`src/rtl/mem_stage_unit.sv`:
```
// MEM pipeline stage: data-memory req/gnt + rvalid handshake, upstream stall and the MEM/WB register.
// Optional access timeout with bus_err reporting is built only when MEM_TIMEOUT_EN is defined.
module mem_stage_unit #(
    parameter int TIMEOUT_CYCLES = 16
) (
    input  logic        clk,
    input  logic        reset,
    input  logic [4:0]  ctrl_mem,
    input  logic [31:0] rd_mem,
    input  logic [31:0] alu_result,
    input  logic [31:0] write_data1,
    input  logic [31:0] pc4_mem,
    output logic        stall,
    output logic        dmem_req,
    output logic        dmem_we,
    output logic [31:0] dmem_addr,
    output logic [31:0] dmem_wdata,
    input  logic        dmem_gnt,
    input  logic        dmem_rvalid,
    input  logic [31:0] dmem_rdata,
    output logic [2:0]  ctrl_wb,
    output logic [4:0]  rd_wb,
    output logic [31:0] wb_data,
    output logic        bus_err
);

    typedef enum logic [1:0] {
        ST_IDLE,
        ST_REQ,
        ST_RESP,
        ST_DONE
    } state_e;

    state_e      state_q, state_d;
    logic [31:0] load_buf_q, load_buf_d;
    logic [2:0]  ctrl_wb_q;
    logic [4:0]  rd_wb_q;
    logic [31:0] wb_data_q;

    logic        reg_write, mem_read, mem_write, access, is_store;
    logic [1:0]  wb_sel;
    logic        stall_c, req_c, wb_load, abort_c;
    logic        tmo_hit, aborted;
    logic [31:0] wb_data_c;

    assign reg_write = ctrl_mem[4];
    assign wb_sel    = ctrl_mem[3:2];
    assign mem_read  = ctrl_mem[1];
    assign mem_write = ctrl_mem[0];
    assign access    = mem_read | mem_write;
    assign is_store  = mem_write & ~mem_read;

    // NOTE: every always_comb output gets a default first, so no path can infer a latch.
    always_comb begin
        state_d    = state_q;
        load_buf_d = load_buf_q;
        stall_c    = 1'b0;
        req_c      = 1'b0;
        wb_load    = 1'b0;
        abort_c    = 1'b0;
        case (state_q)
            ST_IDLE: begin
                if (access) begin
                    stall_c = 1'b1;
                    state_d = ST_REQ;
                end else begin
                    wb_load = 1'b1;
                end
            end
            ST_REQ: begin
                stall_c = 1'b1;
                req_c   = 1'b1;
                // A completing handshake on the last allowed cycle beats the timeout.
                if (dmem_gnt && (is_store || dmem_rvalid)) begin
                    if (!is_store) begin
                        load_buf_d = dmem_rdata;
                    end
                    state_d = ST_DONE;
                end else if (tmo_hit) begin
                    abort_c = 1'b1;
                    state_d = ST_DONE;
                end else if (dmem_gnt) begin
                    state_d = ST_RESP;
                end
            end
            ST_RESP: begin
                stall_c = 1'b1;
                if (dmem_rvalid) begin
                    load_buf_d = dmem_rdata;
                    state_d    = ST_DONE;
                end else if (tmo_hit) begin
                    abort_c = 1'b1;
                    state_d = ST_DONE;
                end
            end
            ST_DONE: begin
                wb_load = 1'b1;
                state_d = ST_IDLE;
            end
            default: state_d = ST_IDLE;
        endcase
    end

    always_comb begin
        case (wb_sel)
            2'b01:   wb_data_c = load_buf_q;
            2'b10:   wb_data_c = pc4_mem;
            default: wb_data_c = alu_result;
        endcase
    end

    // NOTE: sequential state uses non-blocking assignments only; reset is asynchronous and active-high.
    always_ff @(posedge clk or posedge reset) begin
        if (reset) begin
            state_q    <= ST_IDLE;
            load_buf_q <= '0;
        end else begin
            state_q    <= state_d;
            load_buf_q <= load_buf_d;
        end
    end

    // While the stage is busy the MEM/WB register carries a bubble and holds rd/data.
    always_ff @(posedge clk or posedge reset) begin
        if (reset) begin
            ctrl_wb_q <= '0;
            rd_wb_q   <= '0;
            wb_data_q <= '0;
        end else if (wb_load) begin
            ctrl_wb_q <= {reg_write & ~aborted, wb_sel};
            rd_wb_q   <= rd_mem[4:0];
            wb_data_q <= wb_data_c;
        end else begin
            ctrl_wb_q <= '0;
        end
    end

`ifdef MEM_TIMEOUT_EN
    localparam int CNT_W = $clog2(TIMEOUT_CYCLES) + 1;

    logic [CNT_W-1:0] cnt_q, cnt_d;
    logic             aborted_q;
    logic             bus_err_q;

    assign tmo_hit = (cnt_q == CNT_W'(TIMEOUT_CYCLES - 1));
    assign aborted = aborted_q;
    assign bus_err = bus_err_q;

    always_comb begin
        cnt_d = cnt_q;
        if (state_q == ST_IDLE) begin
            cnt_d = '0;
        end else if ((state_q == ST_REQ) || (state_q == ST_RESP)) begin
            cnt_d = cnt_q + 1'b1;
        end
    end

    always_ff @(posedge clk or posedge reset) begin
        if (reset) begin
            cnt_q     <= '0;
            aborted_q <= 1'b0;
            bus_err_q <= 1'b0;
        end else begin
            cnt_q     <= cnt_d;
            bus_err_q <= (state_q == ST_DONE) && aborted_q;
            if (abort_c) begin
                aborted_q <= 1'b1;
            end else if (state_q == ST_DONE) begin
                aborted_q <= 1'b0;
            end
        end
    end
`else
    logic unused_cfg;

    assign tmo_hit    = 1'b0;
    assign aborted    = 1'b0;
    assign bus_err    = 1'b0;
    assign unused_cfg = ^{abort_c, TIMEOUT_CYCLES[0]};
`endif

    logic unused_rd;
    assign unused_rd = ^rd_mem[31:5];

    // Stall is combinational from the inputs in IDLE, so it is masked while reset is held.
    assign stall      = stall_c & ~reset;
    assign dmem_req   = req_c;
    assign dmem_we    = req_c & is_store;
    assign dmem_addr  = alu_result;
    assign dmem_wdata = write_data1;
    assign ctrl_wb    = ctrl_wb_q;
    assign rd_wb      = rd_wb_q;
    assign wb_data    = wb_data_q;

endmodule

```
`config.mk`:
```
export PLATFORM = sky130hd
export DESIGN_NAME = mem_stage_unit
export DESIGN_NICKNAME = d
export VERILOG_FILES = /design/src/rtl/mem_stage_unit.sv
export SDC_FILE = /design/constraint.sdc
export NUM_CORES = 1
export LEC_CHECK = 0
export BUFFER_PORTS_ARGS = -buffer_cell sky130_fd_sc_hd__buf_4
export CAP_MARGIN = 0
export CORE_AREA = 2 2 107 109
export CTS_CLUSTER_SIZE = 25
export DETAILED_ROUTE_END_ITERATION = 7
export DIE_AREA = 0 0 109 111
export GPL_TIMING_DRIVEN = 0
export PLACE_DENSITY = 0.72
export SKIP_CTS_REPAIR_TIMING = 1
export SLEW_MARGIN = 10
export SYNTH_ARGS = -nofsm -noshare
export SYNTH_HDL_FRONTEND = slang
export SYNTH_SLANG_ARGS = --single-unit
```
`constraint.sdc`:
```
create_clock -name clk -period 3 [get_ports clk]
set_input_delay 0.3 -clock clk [delete_from_list [all_inputs] [get_ports clk]]
set_output_delay 0.3 -clock clk [all_outputs]
set_load 0.01 [all_outputs]
```
==> results of run 1 <==
logic make-up (layout without fill, tap and decap cells):
kind of cell | after synthesis | count (layout) | synth area share [%]
AND/OR/NAND/NOR | 74 | 74 | 7.60
buffers and inverters | 98 | 331 | 16.5
AO/OA/AOI/OAI | 105 | 105 | 16.0
flip-flops | 74 | 74 | 46.7
adder cells (fa/ha/maj) | 7 | 7 | 2.21
multiplexers | 37 | 37 | 10.9
other | 1 | 1 | 0.0945
power by group through the flow:
stage	Clock (mW)	Combinational [mW]	Sequential (mW)
finish	1.27	2.01	1.70
global route	1.33	2.22	1.76
CTS	1.29	2.05	1.70
detailed placement	0	2.05	1.72
global placement	0	1.97	1.69
floorplan	0	1.10	1.77
layout make-up:
cell class                      count  share of cell area, %
Sequential cell                    74                   30.1
Timing Repair Buffer              217                   26.7
Multi-Input combinational cell    224                   23.8
Buffer                             88                   10.1
Clock buffer                       11                   4.11
Tap cell                          143                   2.91
Clock inverter                      5                   1.63
Inverter                           10                  0.652
layer usage:
layer	up-vias	global-route usage [%]	wire, um	share of wire, %
met1	1731	22.7	4490	37
met5	-	0	0	0
li1	1750	-	-	-
met3	18	4.17	895	7.4
met2	160	35.9	6460	53
met4	0	7.95	226	1.9
worst max path at each step:
stage                                      start                       to  slack (ps)
after CTS                 state_q[0]$_DFFE_PP0P_  wb_data[21]$_DFFE_PP0N_         980
after global routing      state_q[0]$_DFFE_PP0P_  wb_data[21]$_DFFE_PP0N_         850
final                     state_q[0]$_DFFE_PP0P_  wb_data[21]$_DFFE_PP0N_        1060
after floorplan                            reset     ctrl_wb[0]$_DFF_PP0_         820
after global placement                     reset   wb_data[6]$_DFFE_PP0N_        -130
after detailed placement  state_q[0]$_DFFE_PP0P_  wb_data[21]$_DFFE_PP0N_         980
sequential cells by signal, indices dropped and copies added (netlist names):
signal	flops
wb_data	32
ctrl_wb	3
state_q	2
load_buf_q	32
rd_wb	5
layout by cell type (no fill, tap or decap), types with 2 or more instances in the layout:
cell	synthesis	final
a21oi_1	32	32
clkbuf_8	0	2
dfrtp_1	74	74
a22oi_1	32	32
ha_1	7	7
bufinv_16	0	3
inv_1	10	9
nor2_1	36	36
buf_6	4	4
mux2_2	33	33
nand2_1	34	34
clkbuf_1	8	8
buf_4	65	281
mux2_4	4	4
clkinv_2	0	2
clkbuf_16	0	9
o21ai_0	35	35
buf_2	11	11
stage by stage:
stage	TNS, ps	util (%)
2_1_floorplan	0	-
3_3_place_gp	-9490	52.1
3_5_place_dp	0	52.3
4_1_cts	0	55.5
5_1_grt	0	55.5
6_report	0	55.5
worst max-delay path: stages, from the launching register on:
cell and delay [ps]:
dfrtp_1 380, inv_1 110, ha_1 230, nor3b_2 180
o21ai_4 310, clkbuf_1 390, o21ai_0 180
==> impl_metrics.csv, run 1 <==
group,metric,value,unit
timing,worst_slack,1060,ps
setup_path,path_class,"flop to flop",
synthesis,synth_area_leaders,"dfrtp_1 47%, buf_4 12%, mux2_2 9.4%",
floorplan,pin_count,277,
cts,cts_tree,"yes",
power_and_ir_drop,netSwitchingFraction,32.4,%
synthesis,synth-edff-count,0,
place,port_buffers,216,
floorplan,core_area,11100,um2
cells_and_area,fin_area,6140,um2
synthesis,yosysWarningCount,0,
timing,drv_slew,0,
setup_path,reg2reg_slack,1060,ps
floorplan,fp.dieW,109,um
detailed_routing,initialDrtViolationCount,139,
cells_and_area,fin_cells,772,
synthesis,synthFlopType,"dfrtp_1",
timing,relSlewSlack,61.2,%
setup_path,critical_path.endpoint_type,"flop",
cells_and_area,fin_nets,800,
power_and_ir_drop,seqPwrFrac,34.2,%
setup_path,cp_max_fo,10,
timing,setup_violations,0,
grt,grt_start_max_net_pins,42,
detailed_routing,route.final.wire_length,12.1,mm
cells_and_area,fillerInstances,993,
synthesis,ys_seq_area_share,46.7,%
flow_run,maxCapViolations,0,
synthesis,yosysTopAreaCell,"dfrtp_1",
detailed_routing,vias_per_cell,4.74,
min_path,hp-class,"primary input to asynchronous set/reset pin",
place,gp_routability_congestion,0.772,
cts,clock_latency,330,ps
cts,clockRootBuffer,"clkbuf_16",
setup_path,worstPathArrival,2130,ps
cells_and_area,regArea,1850,um2
cells_and_area,syn_to_final_growth,54.8,%
cts,cts_sinks,74,
timing,timing.final.crit_share,64.8,%
setup_path,reg2reg_to,"wb_data[21]$_DFFE_PP0N_",
setup_path,reg2reg_from,"state_q[0]$_DFFE_PP0P_",
grt,gr-usage-all-layers,20.0,%
synthesis,ys_ff_latch,74,
power_and_ir_drop,power_density,811,nW/um2
power_and_ir_drop,switchingPower,1.61,mW
synthesis,yosysMostFrequentCell,"dfrtp_1",
setup_path,start_kind,"flop",
place,dp_hpwl,9.44,mm
power_and_ir_drop,pwr-share-clk,25.4,%
synthesis,synth_nets,572,
synthesis,synthTopCellsByCount,"74 x dfrtp_1, 65 x buf_4, 36 x nor2_1",
place,placed_area,5790,um2
power_and_ir_drop,report.power.total,4.98,mW
timing,skew,4.05,ps
cts,clockBufferDepth,2,
synthesis,synth_area,3970,um2
detailed_routing,vias,3659,
place,preCtsSetupSlack,977,ps
setup_path,reg2reg_depth,6,
place,dp_cells,756,
floorplan,start_util,35.8,%
timing,hold_viol,8,
timing,fmax,515,MHz
cells_and_area,multiInputGateArea,1460,um2
grt,antenna_found_initial,0,
grt,grt_overflow_total,0,
timing,worstMarginPinSlew,581,ps
synthesis,synth.distinct_cells,25,
power_and_ir_drop,p_int,3.37,mW
grt,grt_pass1_wl,18.5,mm
floorplan,rows,39,
cts,cts-buffers-inserted,9,
detailed_routing,drc,0,
detailed_routing,avgRoutedWirePerCell,15.6,um
cts,h-tree-depth,3,
setup_path,critPathRequiredTime,3190,ps
floorplan,die-area,12100,um2
synthesis,async_reset_ff_share,100,%
timing,hold_ws,-13.4,ps
power_and_ir_drop,cellLeakagePower,3.14,nW
cells_and_area,num_antenna_cells,0,
power_and_ir_drop,share_comb_of_total_power,40.4,%
power_and_ir_drop,vdd_ir_drop_max,0.402,mV
status,violations,"hold timing",
grt,grt_pass1_vias,3730,
timing,rsz0062_at_grt,"false",
timing,fin_crit,1940,ps
synthesis,syn_area_per_cell,10.0,um2
status,outcome,"finished, violations left",
synthesis,yosysTopAreaCellShare,46.7,%
detailed_routing,postRouteAntennaNets,0,
floorplan,die_height,111,um
cells_and_area,final_layout_size_suffix_gt1_share,56.6,%
cts,path_clk_slew,60,ps
detailed_routing,firstDrtPassIters,6,
synthesis,synth_cells,396,
(Power assumes the default switching activity.)
==> run 2, diff against run 1 <==
==> constraint.sdc (replaced) <==
create_clock -name clk -period 1.9 [get_ports clk]
set_input_delay 0.19 -clock clk [delete_from_list [all_inputs] [get_ports clk]]
set_output_delay 0.19 -clock clk [all_outputs]
set_load 0.01 [all_outputs]
==> run 2 against run 1 <==
Against the previous run: the run now ends clean; total power is 51% higher; clock power is 24% higher; critical path type is now flop to output port; clock-buffer cell count is 1 higher.
==> impl_metrics.csv, run 2 (synthesis results as in run 1) <==
group,metric,value,unit
timing,hold_ws,70.2,ps
setup_path,cp_common_cell,"inv_1",
detailed_routing,vias_per_cell,4.80,
setup_path,cp_slowest_cell,"dfrtp_1",
setup_path,reg2reg_depth,7,
setup_path,critical_path.endpoint_type,"output port",
power_and_ir_drop,power_density,1230,nW/um2
timing,worstMarginPinSlew,578,ps
grt,antenna_found_initial,0,
cts,clock_latency,330,ps
place,preCtsSetupSlack,-80.9,ps
floorplan,fp.dieW,109,um
grt,gr-usage-all-layers,20.3,%
flow_run,maxCapViolations,0,
detailed_routing,drc,0,
place,dp_cells,757,
detailed_routing,route.final.wire_length,12.3,mm
setup_path,worst_path_dominant_cell_family,"flip-flops",
setup_path,reg2reg_slack,130,ps
floorplan,die-area,12100,um2
cells_and_area,layout_common_cells,"282 x buf_4, 74 x dfrtp_1, 36 x nor2_1",
cts,path_clk_slew,60,ps
min_path,hold_end,"ctrl_wb[2]$_DFF_PP0_",
detailed_routing,initialDrtViolationCount,165,
floorplan,rows,39,
power_and_ir_drop,report.power.total,7.51,mW
floorplan,start_util,35.8,%
min_path,min_from,"ctrl_mem[4]",
setup_path,cp_num_buf_inv,3,
timing,relSlewSlack,61.4,%
setup_path,reg2reg_to,"rd_wb[1]$_DFFE_PP0N_",
cts,cts-buffers-inserted,9,
min_path,hold_depth,3,
floorplan,die_height,111,um
setup_path,path_cells,"inv_1 > ha_1 > inv_1 > a211oi_1 > buf_4",
detailed_routing,vias,3721,
grt,grt_pass1_vias,3675,
cells_and_area,num_antenna_cells,0,
place,port_buffers,216,
place,dp_hpwl,9.50,mm
floorplan,core_area,11100,um2
cells_and_area,syn_to_final_growth,54.5,%
min_path,hp-class,"primary input to flop",
cts,cts_tree,"yes",
timing,worst_slack,130,ps
place,gp_routability_congestion,0.792,
cells_and_area,fin_area,6130,um2
setup_path,reg2reg_from,"state_q[1]$_DFFE_PP0P_",
grt,grt_start_max_net_pins,36,
status,outcome,"completed",
detailed_routing,avgRoutedWirePerCell,15.8,um
floorplan,pin_count,277,
cells_and_area,final_layout_size_suffix_gt1_share,57.0,%
detailed_routing,postRouteAntennaNets,0,
cts,clockBufferDepth,2,
timing,fin_crit,1770,ps
setup_path,critPathRequiredTime,1710,ps
power_and_ir_drop,vdd_ir_drop_max,0.624,mV
timing,drv_slew,0,
timing,timing.final.crit_share,93.1,%
cts,clockRootBuffer,"clkbuf_16",
cells_and_area,fin_cells,775,
cts,h-tree-depth,3,
detailed_routing,firstDrtPassIters,4,
grt,grt_overflow_total,0,
grt,grt_pass1_wl,18.6,mm
setup_path,cp_max_fo,4,
setup_path,worst_path_largest_cell_delay,390,ps
setup_path,path_class,"flop to output port",
setup_path,worstPathArrival,1580,ps
timing,setup_violations,0,
cts,cts_sinks,74,
cells_and_area,final_common_cell,"buf_4",
cells_and_area,fin_nets,804,
place,placed_area,5810,um2
timing,fmax,565,MHz
setup_path,start_kind,"flop",
timing,hold_viol,0,
timing,skew,5.78,ps
power_and_ir_drop,cellLeakagePower,3.14,nW
==> run 2: cell count changes in the layout (fill, tap and decap cells not counted), sizes merged <==
cell         change
inv              -1
clkinvlp         +1
dlygate4sd3      +1
buf              +3
clkinv           +1
bufinv           -3
clkbuf           +1
==> run 2: worst register-to-register path: stages, from the launching register on <==
cell     delay, ps
dfrtp_1        410
inv_1          130
ha_1           190
nor3b_4        260
o21ai_4        100
buf_12         140
buf_6          140
mux2_4         290
==> run 2: layer usage <==
metal,vias up,routed length [um],GRT usage (%),share of wire [%]
met5,-,0,0,0
met4,0,221,7.35,1.8
met3,18,1180,4.88,9.6
met2,189,6420,36.7,52
met1,1762,4460,22.6,36
li1,1752,-,-,-
==> run 2: worst max path at each step <==
stage	start	to	slack (ps)	depth (start not counted)
after global routing	state_q[1]$_DFFE_PP0P_	state_q[0]$_DFFE_PP0P_	-2	6
after floorplan	state_q[1]$_DFFE_PP0P_	load_buf_q[22]$_DFFE_PP0P_	270	7
after detailed placement	state_q[0]$_DFFE_PP0P_	wb_data[21]$_DFFE_PP0N_	-80	6
after global placement	state_q[0]$_DFFE_PP0P_	wb_data[22]$_DFFE_PP0N_	20	6
final	state_q[1]$_DFFE_PP0P_	stall	130	5
after CTS	state_q[0]$_DFFE_PP0P_	wb_data[21]$_DFFE_PP0N_	-90	6
==> run 2: cell type report <==
cell class                 instances  area, um2
multi-input combinational        224       1470
inverter                          10       41.3
clock inverter                     3       15.0
clock buffer                      12        256
fill                             970       4950
buffer                            88        621
tap                              143        179
timing repair buffer             221       1700
sequential                        74       1850
==> run 2: per-stage QoR <==
| step | utilization (%) | TNS (ps) |
|---|---|---|
| finish | 55.3 | 0 |
| global route | 55.3 | -1.56 |
| CTS | 54.9 | -473 |
| detailed placement | 52.5 | -407 |
| global placement | 52.1 | 0 |
| floorplan | - | 0 |
==> run 2: where the power goes <==
| part | switching, mW | internal (mW) |
|---|---|---|
| clock | 0.631 | 0.941 |
| combinational | 1.50 | 1.74 |
| sequential | 0.390 | 2.31 |
